### src/rtl/fir_decimator_mac.sv
// Decimating FIR with one time-multiplexed MAC; runs only on output phases.
// Latency NUM_TAPS+2 cycles from trigger sample to dec_output_ready; samples arriving while busy are dropped and flagged.
module fir_decimator_mac #(
    parameter int DATA_WIDTH  = 16,
    parameter int COEFF_WIDTH = 16,
    parameter int COEFF_FRAC  = 15,
    parameter int NUM_TAPS    = 32,
    parameter int DECIMATION  = 4
) (
    input  logic                         clk_in,
    input  logic                         rst_in,
    input  logic [DATA_WIDTH-1:0]        audio_in,
    input  logic                         audio_sample_valid,
    input  logic                         coef_we_in,
    input  logic [$clog2(NUM_TAPS)-1:0]  coef_addr_in,
    input  logic [COEFF_WIDTH-1:0]       coef_data_in,
    output logic [DATA_WIDTH-1:0]        dec_output,
    output logic                         dec_output_ready,
    output logic                         busy_out,
    output logic                         overrun_out
);

    localparam int AW    = $clog2(NUM_TAPS);
    localparam int PW    = DATA_WIDTH + COEFF_WIDTH;
    localparam int ACC_W = PW + AW;
    localparam int PHW   = (DECIMATION > 1) ? $clog2(DECIMATION) : 1;

    localparam logic [COEFF_WIDTH-1:0] COEF_RESET = COEFF_WIDTH'((1 << COEFF_FRAC) / NUM_TAPS);
    localparam logic signed [ACC_W-1:0] RND     = ACC_W'(1) << (COEFF_FRAC - 1);
    localparam logic signed [ACC_W-1:0] SAT_MAX = ACC_W'((1 << (DATA_WIDTH - 1)) - 1);
    localparam logic signed [ACC_W-1:0] SAT_MIN = ~SAT_MAX;

    typedef enum logic [1:0] {IDLE, MAC, DONE} state_t;

    state_t state, state_nxt;

    logic signed [DATA_WIDTH-1:0]  samples [NUM_TAPS];
    logic signed [COEFF_WIDTH-1:0] coefs   [NUM_TAPS];
    logic [AW-1:0]                 wr_ptr;
    logic [AW-1:0]                 tap;
    logic [AW-1:0]                 rd_idx;
    logic [PHW-1:0]                phase;
    logic signed [ACC_W-1:0]       acc;
    logic signed [PW-1:0]          prod;
    logic signed [ACC_W-1:0]       acc_rnd;
    logic signed [ACC_W-1:0]       acc_shr;
    logic [DATA_WIDTH-1:0]         sat;
    logic                          accept;
    logic                          trigger;
    logic                          coef_wr;

    assign accept  = audio_sample_valid && (state == IDLE);
    assign trigger = accept && (phase == PHW'(DECIMATION - 1));
    assign coef_wr = coef_we_in && (state == IDLE);

    // wr_ptr already points past the newest sample, so x[k] sits at wr_ptr-1-k.
    assign rd_idx  = wr_ptr - AW'(1) - tap;
    assign prod    = coefs[tap] * samples[rd_idx];

    assign acc_rnd = acc + RND;
    assign acc_shr = acc_rnd >>> COEFF_FRAC;
    assign sat     = (acc_shr > SAT_MAX) ? DATA_WIDTH'(SAT_MAX) :
                     (acc_shr < SAT_MIN) ? DATA_WIDTH'(SAT_MIN) :
                                           acc_shr[DATA_WIDTH-1:0];

    always_ff @(posedge clk_in) begin
        if (rst_in) begin
            state <= IDLE;
        end else begin
            state <= state_nxt;
        end
    end

    always_comb begin
        state_nxt = state;
        busy_out  = 1'b1;
        case (state)
            IDLE: begin
                busy_out = 1'b0;
                if (trigger) begin
                    state_nxt = MAC;
                end
            end
            MAC: begin
                if (tap == AW'(NUM_TAPS - 1)) begin
                    state_nxt = DONE;
                end
            end
            DONE:    state_nxt = IDLE;
            default: state_nxt = IDLE;
        endcase
    end

    always_ff @(posedge clk_in) begin
        if (rst_in) begin
            wr_ptr           <= '0;
            tap              <= '0;
            phase            <= '0;
            acc              <= '0;
            dec_output       <= '0;
            dec_output_ready <= 1'b0;
            overrun_out      <= 1'b0;
            for (int i = 0; i < NUM_TAPS; i++) begin
                samples[i] <= '0;
                coefs[i]   <= COEF_RESET;
            end
        end else begin
            dec_output_ready <= 1'b0;
            if (audio_sample_valid && (state != IDLE)) begin
                overrun_out <= 1'b1;
            end
            if (coef_wr) begin
                coefs[coef_addr_in] <= coef_data_in;
            end
            if (accept) begin
                samples[wr_ptr] <= audio_in;
                wr_ptr          <= wr_ptr + 1'b1;
                phase           <= trigger ? '0 : phase + 1'b1;
            end
            if (trigger) begin
                acc <= '0;
                tap <= '0;
            end
            if (state == MAC) begin
                acc <= acc + {{AW{prod[PW-1]}}, prod};
                tap <= tap + 1'b1;
            end
            if (state == DONE) begin
                dec_output       <= sat;
                dec_output_ready <= 1'b1;
            end
        end
    end

endmodule

### config.mk
export PLATFORM = sky130hd
export DESIGN_NAME = fir_decimator_mac
export DESIGN_NICKNAME = d
export VERILOG_FILES = /design/src/rtl/fir_decimator_mac.sv
export SDC_FILE = /design/constraint.sdc
export NUM_CORES = 2
export LEC_CHECK = 0
export ABC_AREA = 1
export CORE_UTILIZATION = 45
export DETAILED_ROUTE_END_ITERATION = 12
export GPL_TIMING_DRIVEN = 0
export PLACE_DENSITY = 0.64
export SYNTH_ARGS = -nofsm -noshare
export SYNTH_HDL_FRONTEND = slang
export SYNTH_SLANG_ARGS = --single-unit
export TNS_END_PERCENT = 50
### constraint.sdc
create_clock -name clk_in -period 10.15 [get_ports clk_in]
set_clock_uncertainty 0.1 [all_clocks]
set_input_delay 1.5225 -clock clk_in [delete_from_list [all_inputs] [get_ports clk_in]]
set_output_delay 1.5225 -clock clk_in [all_outputs]
set_load 0.02 [all_outputs]
* Word level (Yosys, flattened, before mapping)
Memory sizes are Yosys's and may differ from the RTL's. A register that Yosys moved wholly into a read port is not among the register bits.
Index checks and enable logic that the tools add are counted.
** Word-level totals
- RAM bits :: 1024
- Flip-flop bits (word level) :: 69
- Memories :: 2
** Memory list
- coefs :: words 32, bits a word 16, rd ports 1, clocked after memory_dff 1, wr ports 32, RTL line 38 : logic signed [COEFF_WIDTH-1:0] coefs [NUM_TAPS];
- samples :: words 32, bits a word 16, rd ports 1, clocked after memory_dff 0, wr ports 32, RTL line 37 : logic signed [DATA_WIDTH-1:0] samples [NUM_TAPS];
** Cells by class
- Reduce and logical (&&, ||, !) cells :: 10
- Add/subtract/negate cells :: 7
- Equality and inequality tests :: 6
- $mul :: 1
- Multiplexer cells :: 28
- Magnitude comparators :: 2
** Operator list (number)
- $mux W37 :: 2
- $mux W16 :: 4
- $add A37 B16 Y37 const B :: 1
- $add A37 B37 Y37 :: 1
- $mul A16 B16 Y32 :: 1
- $reduce_or A16 Y1 :: 2
- $mux W5 :: 6
- $gt A22 B16 Y1 const B :: 1
- $lt A22 B16 Y1 const B :: 1
- $mux W1 :: 12
- $add A5 B1 Y5 const B :: 2
- $mux W2 :: 3
- $eq A5 B5 Y1 const B :: 1
- $sub A5 B1 Y5 const B :: 1
- $sub A5 B5 Y5 :: 1
- $eq A2 B2 Y1 const B :: 2
- $logic_and A1 B1 Y1 :: 4
- $ne A2 B2 Y1 const B :: 2
- $pmux W2 S2 :: 1
- $reduce_bool A2 Y1 :: 2
- $add A2 B1 Y2 const B :: 1
- $eq A2 B1 Y1 const B :: 1
- $logic_not A2 Y1 :: 1
- $reduce_and A2 Y1 :: 1

* Depth between registers and ports, before layout
- Depth after elaboration :: 7
- Mapped depth :: 50
- Mapped depth without buffers :: 47

* Least setup slack after synthesis
OpenSTA, ideal clock, no wires.
- Path kind :: reg2reg
- Start point :: reg tap[0]
- End point :: reg acc[33]
- Path slack :: 1.723 ns
- Setup time :: 0.119 ns
- Buffers on the path :: 3
- Period minus slack after synthesis :: 8.427 ns
- Arrival :: 8.209 ns
- Cell stages (with the launch flop) :: 46
- Path through :: dfxtp_1 inv_1 ha_1 fa_1 buf_2 clkbuf_1 o21ai_0 o22ai_1 nand2_1 nand2_1 nor2_1 o21ai_2 buf_2 nand2_1 fa_1 inv_1 fa_1 inv_1 [10 not listed] nand2_1 inv_1 nand2_1 nand3_1 a21oi_1 nor3_1 nor3_1 xnor2_1 ha_1 nand2_1 nor2_1 inv_1 nor4_1 nand3_1 nand3_1 a21oi_1 o21ai_0 nand2_1
** On the way
- Word-level cells in the longest chain between the ends :: 5
** Ends and longest elaborated chain
- start, declared :: RTL line 40 : logic [AW-1:0] tap;
- start signal, assigned :: RTL line 126 : tap <= tap + 1'b1;
- $sub A5 B5 Y5 :: RTL line 57 : assign rd_idx = wr_ptr - AW'(1) - tap;
- $mem_v2 Z32 W16
- $mul A16 B16 Y32 :: RTL line 58 : assign prod = coefs[tap] * samples[rd_idx];
- $add A37 B37 Y37 :: RTL line 125 : acc <= acc + {{AW{prod[PW-1]}}, prod};
- $mux W37 :: RTL line 124 : if (state == MAC) begin
- end signal, assigned :: RTL line 125
- end, declared :: RTL line 43 : logic signed [ACC_W-1:0] acc;
Every way passes these cells.
A chain may end at the register's enable or synchronous reset.

==> results.txt <==
outcome: finished clean
Max Cap Viol: 0
Ys Warns: 0
post-route clock period utilization: 98.05%
first drt pass iteration count: 8
Area growth syn-to-layout: 11.99%
worst-path cell with the longest stage delay: buf_1
Final Util: 50.88%
critical path class: reg -> reg
fin nets: 7,172
maximum buffer depth of the clock tree: 3
top-count cell post-synth: nor2_1
TritonCTS clock tree: built
syn nets: 6,974
# DRC: 0
CP max FO: 10
1st-iter DRT viols: 8,458
Starting Density: 45.43%
Skew-Pair Late Insertion Delay: 0.82 ns
critical path capture point type: flip-flop
Crit path largest cell delay: 0.89 ns
I/O pins: 60
FP Rows: 135
share of cells above drive strength 1: 9.647%
Worst slew margin: 10.58%
antenna violations before repair: 9
top cell type's share of synthesized area: 49.84%
async set-reset flop share out of synthesis: 0%
crit path DAT: 10.49 ns
type of the most critical hold path: reg -> reg
vias per std cell: 6.060
largest net degree at the start of global routing: 20
syn avg cell area: 9.438 um2
Die Area: 138,600 um2
critical path launch point type: flip-flop
Critical Path RT: 10.69 ns
H-tree Lvls: 3
most common flop cell mapped by yosys: edfxtp_1
Setup TNS: 0 ns
clock transition at the registers of the reported paths: 0.06 ns
WL final: 239,000 um
Synth Instances: 6,537
commonest cells in the netlist: 1,555 x nor2_1, 1,113 x nand2_1, 1,024 x edfxtp_1, 540 x inv_1, 321 x o21ai_0
Post-synth EDFFs: 1,024
maximum clock rate: 100.5 MHz
CORE AREA: 135,800 um2
via count: 52,210
CTS Sinks: 1,098
chip height: 372.3 um
Placed Area: 64,530 um2
vias in the first global route: 49,160
Global Route Usage Sum: 34.17%
Design Area, Final: 69,100 um2
port bufs: 59
worst slew pin tran: 1.338 ns
GP Congestion: 1.013
first-pass GRT wire length: 337,500 um
Post-CTS Hold Buffers: 0
Yosys cell types: 63
Detailed Place HPWL: 167,000 um
Num CTS Buffers: 117
largest area contributor in the netlist: edfxtp_1
synthesized area: 61,700 um2
Routed wire per std cell: 27.74 um
endpoints failing setup: 0
Seq/Total Area, Yosys: 52.24%
HP Start: acc[7]$_SDFFE_PP0N_
flop and latch count out of synthesis: 1,098
Cells after DPL: 8,377
Final Max Slew Viols: 0
top cells by area in the synthesized netlist: edfxtp_1 50%, nor2_1 9.5%, fa_1 8.6%
Fin. Hold Viols: 0
total grt overflow: 0
CP dominant cell by count: nand2_1
clock root buffer: clkbuf_16
final antenna-violating net count: 0
post-layout minimum cycle time: 9.952 ns
chip width: 372.3 um
Cell Count, Final, Fillers Out: 8,615
## cell families after synthesis
kind of cell / count (synthesis) / synth area share [%]
AND/OR/NAND/NOR: 2966 / 19.01
AO/OA/AOI/OAI: 1043 / 10.21
flip-flops: 1098 / 52.24
buffers and inverters: 988 / 6.562
adder cells (fa/ha/maj): 396 / 11.26
XOR/XNOR: 46 / 0.7199
## cell usage in the layout, fill, tap and decap left out, types with 74 or more instances in the layout
cell type / instances
a21oi_1: 290
buf_2: 155
clkbuf_1: 205
clkbuf_16: 118
dfxtp_1: 74
edfxtp_1: 1024
fa_1: 260
ha_1: 117
inv_1: 537
nand2_1: 1101
nand3_1: 136
nor2_1: 1544
o21ai_0: 305
o22ai_1: 117
## stage by stage
step                setup WS, ns  hold WS, ns
floorplan                  1.723       0.3325
global placement         -0.6928       0.3471
detailed placement       -0.7153       0.3507
CTS                     -0.02870       0.3603
global route            -0.05540       0.3826
finish                    0.1980       0.3593
## path summary, 6_finish.rpt
path / endpoint / slack (ns) / cells after the start
worst max register to register: acc[36]$_SDFFE_PP0N_ / 0.20 / 42
worst max-delay path: acc[36]$_SDFFE_PP0N_ / 0.20 / 42
worst min-delay path: acc[7]$_SDFFE_PP0N_ / 0.36 / 2
worst min register to register: acc[7]$_SDFFE_PP0N_ / 0.36 / 2
## layer usage
layer	vias up	global-route usage (%)	share of wire, %
met5	-	0	0.060
met4	11	19.51	6.5
met3	789	9.251	14
met2	3965	51.34	43
met1	25240	44.50	36
li1	22210	-	-
## worst max-delay path: cells and delay by family (launching register included)
| family | cells | cell delay [ns] |
|---|---|---|
| and+or+nand+nor | 15 | 1.92 |
| AOI/OAI and AO/OA | 7 | 1.90 |
| adders and majority gates | 8 | 3.69 |
| xor gates and xnor gates | 1 | 0.17 |
| DFF | 1 | 0.36 |
| buffers and inverters | 11 | 1.69 |
## sequential cells by signal, indices dropped and copies added (netlist names), named ones only
name and count:
acc 37, coefs 512, dec_output 16, dec_output_ready 1, overrun_out 1, phase 2
samples 512, state 2, tap 5, wr_ptr 5
## final cells by class
cell class / instances / area [um2]
fillers: 12630 / 66710
repair buffers: 79 / 740.7
plain buffers: 410 / 2026
clock inverters: 52 / 469.2
flip-flops and latches: 1098 / 32230
well taps: 1781 / 2228
diodes: 3 / 7.507
multi-input cells: 4451 / 26040
clock buffers: 163 / 3172
inverters: 578 / 2181
## what timing repair did
action | 4_1_cts | 5_1_grt
pin swaps | 2 | 21
gates resized for setup | 70 | 189
endpoints found under the setup margin | 23 | 21
cloned | 0 | 0
setup buffers | 1 | 19
Power is not shown: default switching activity piles up to over one toggle a cycle in this logic, so the estimate is an artifact.
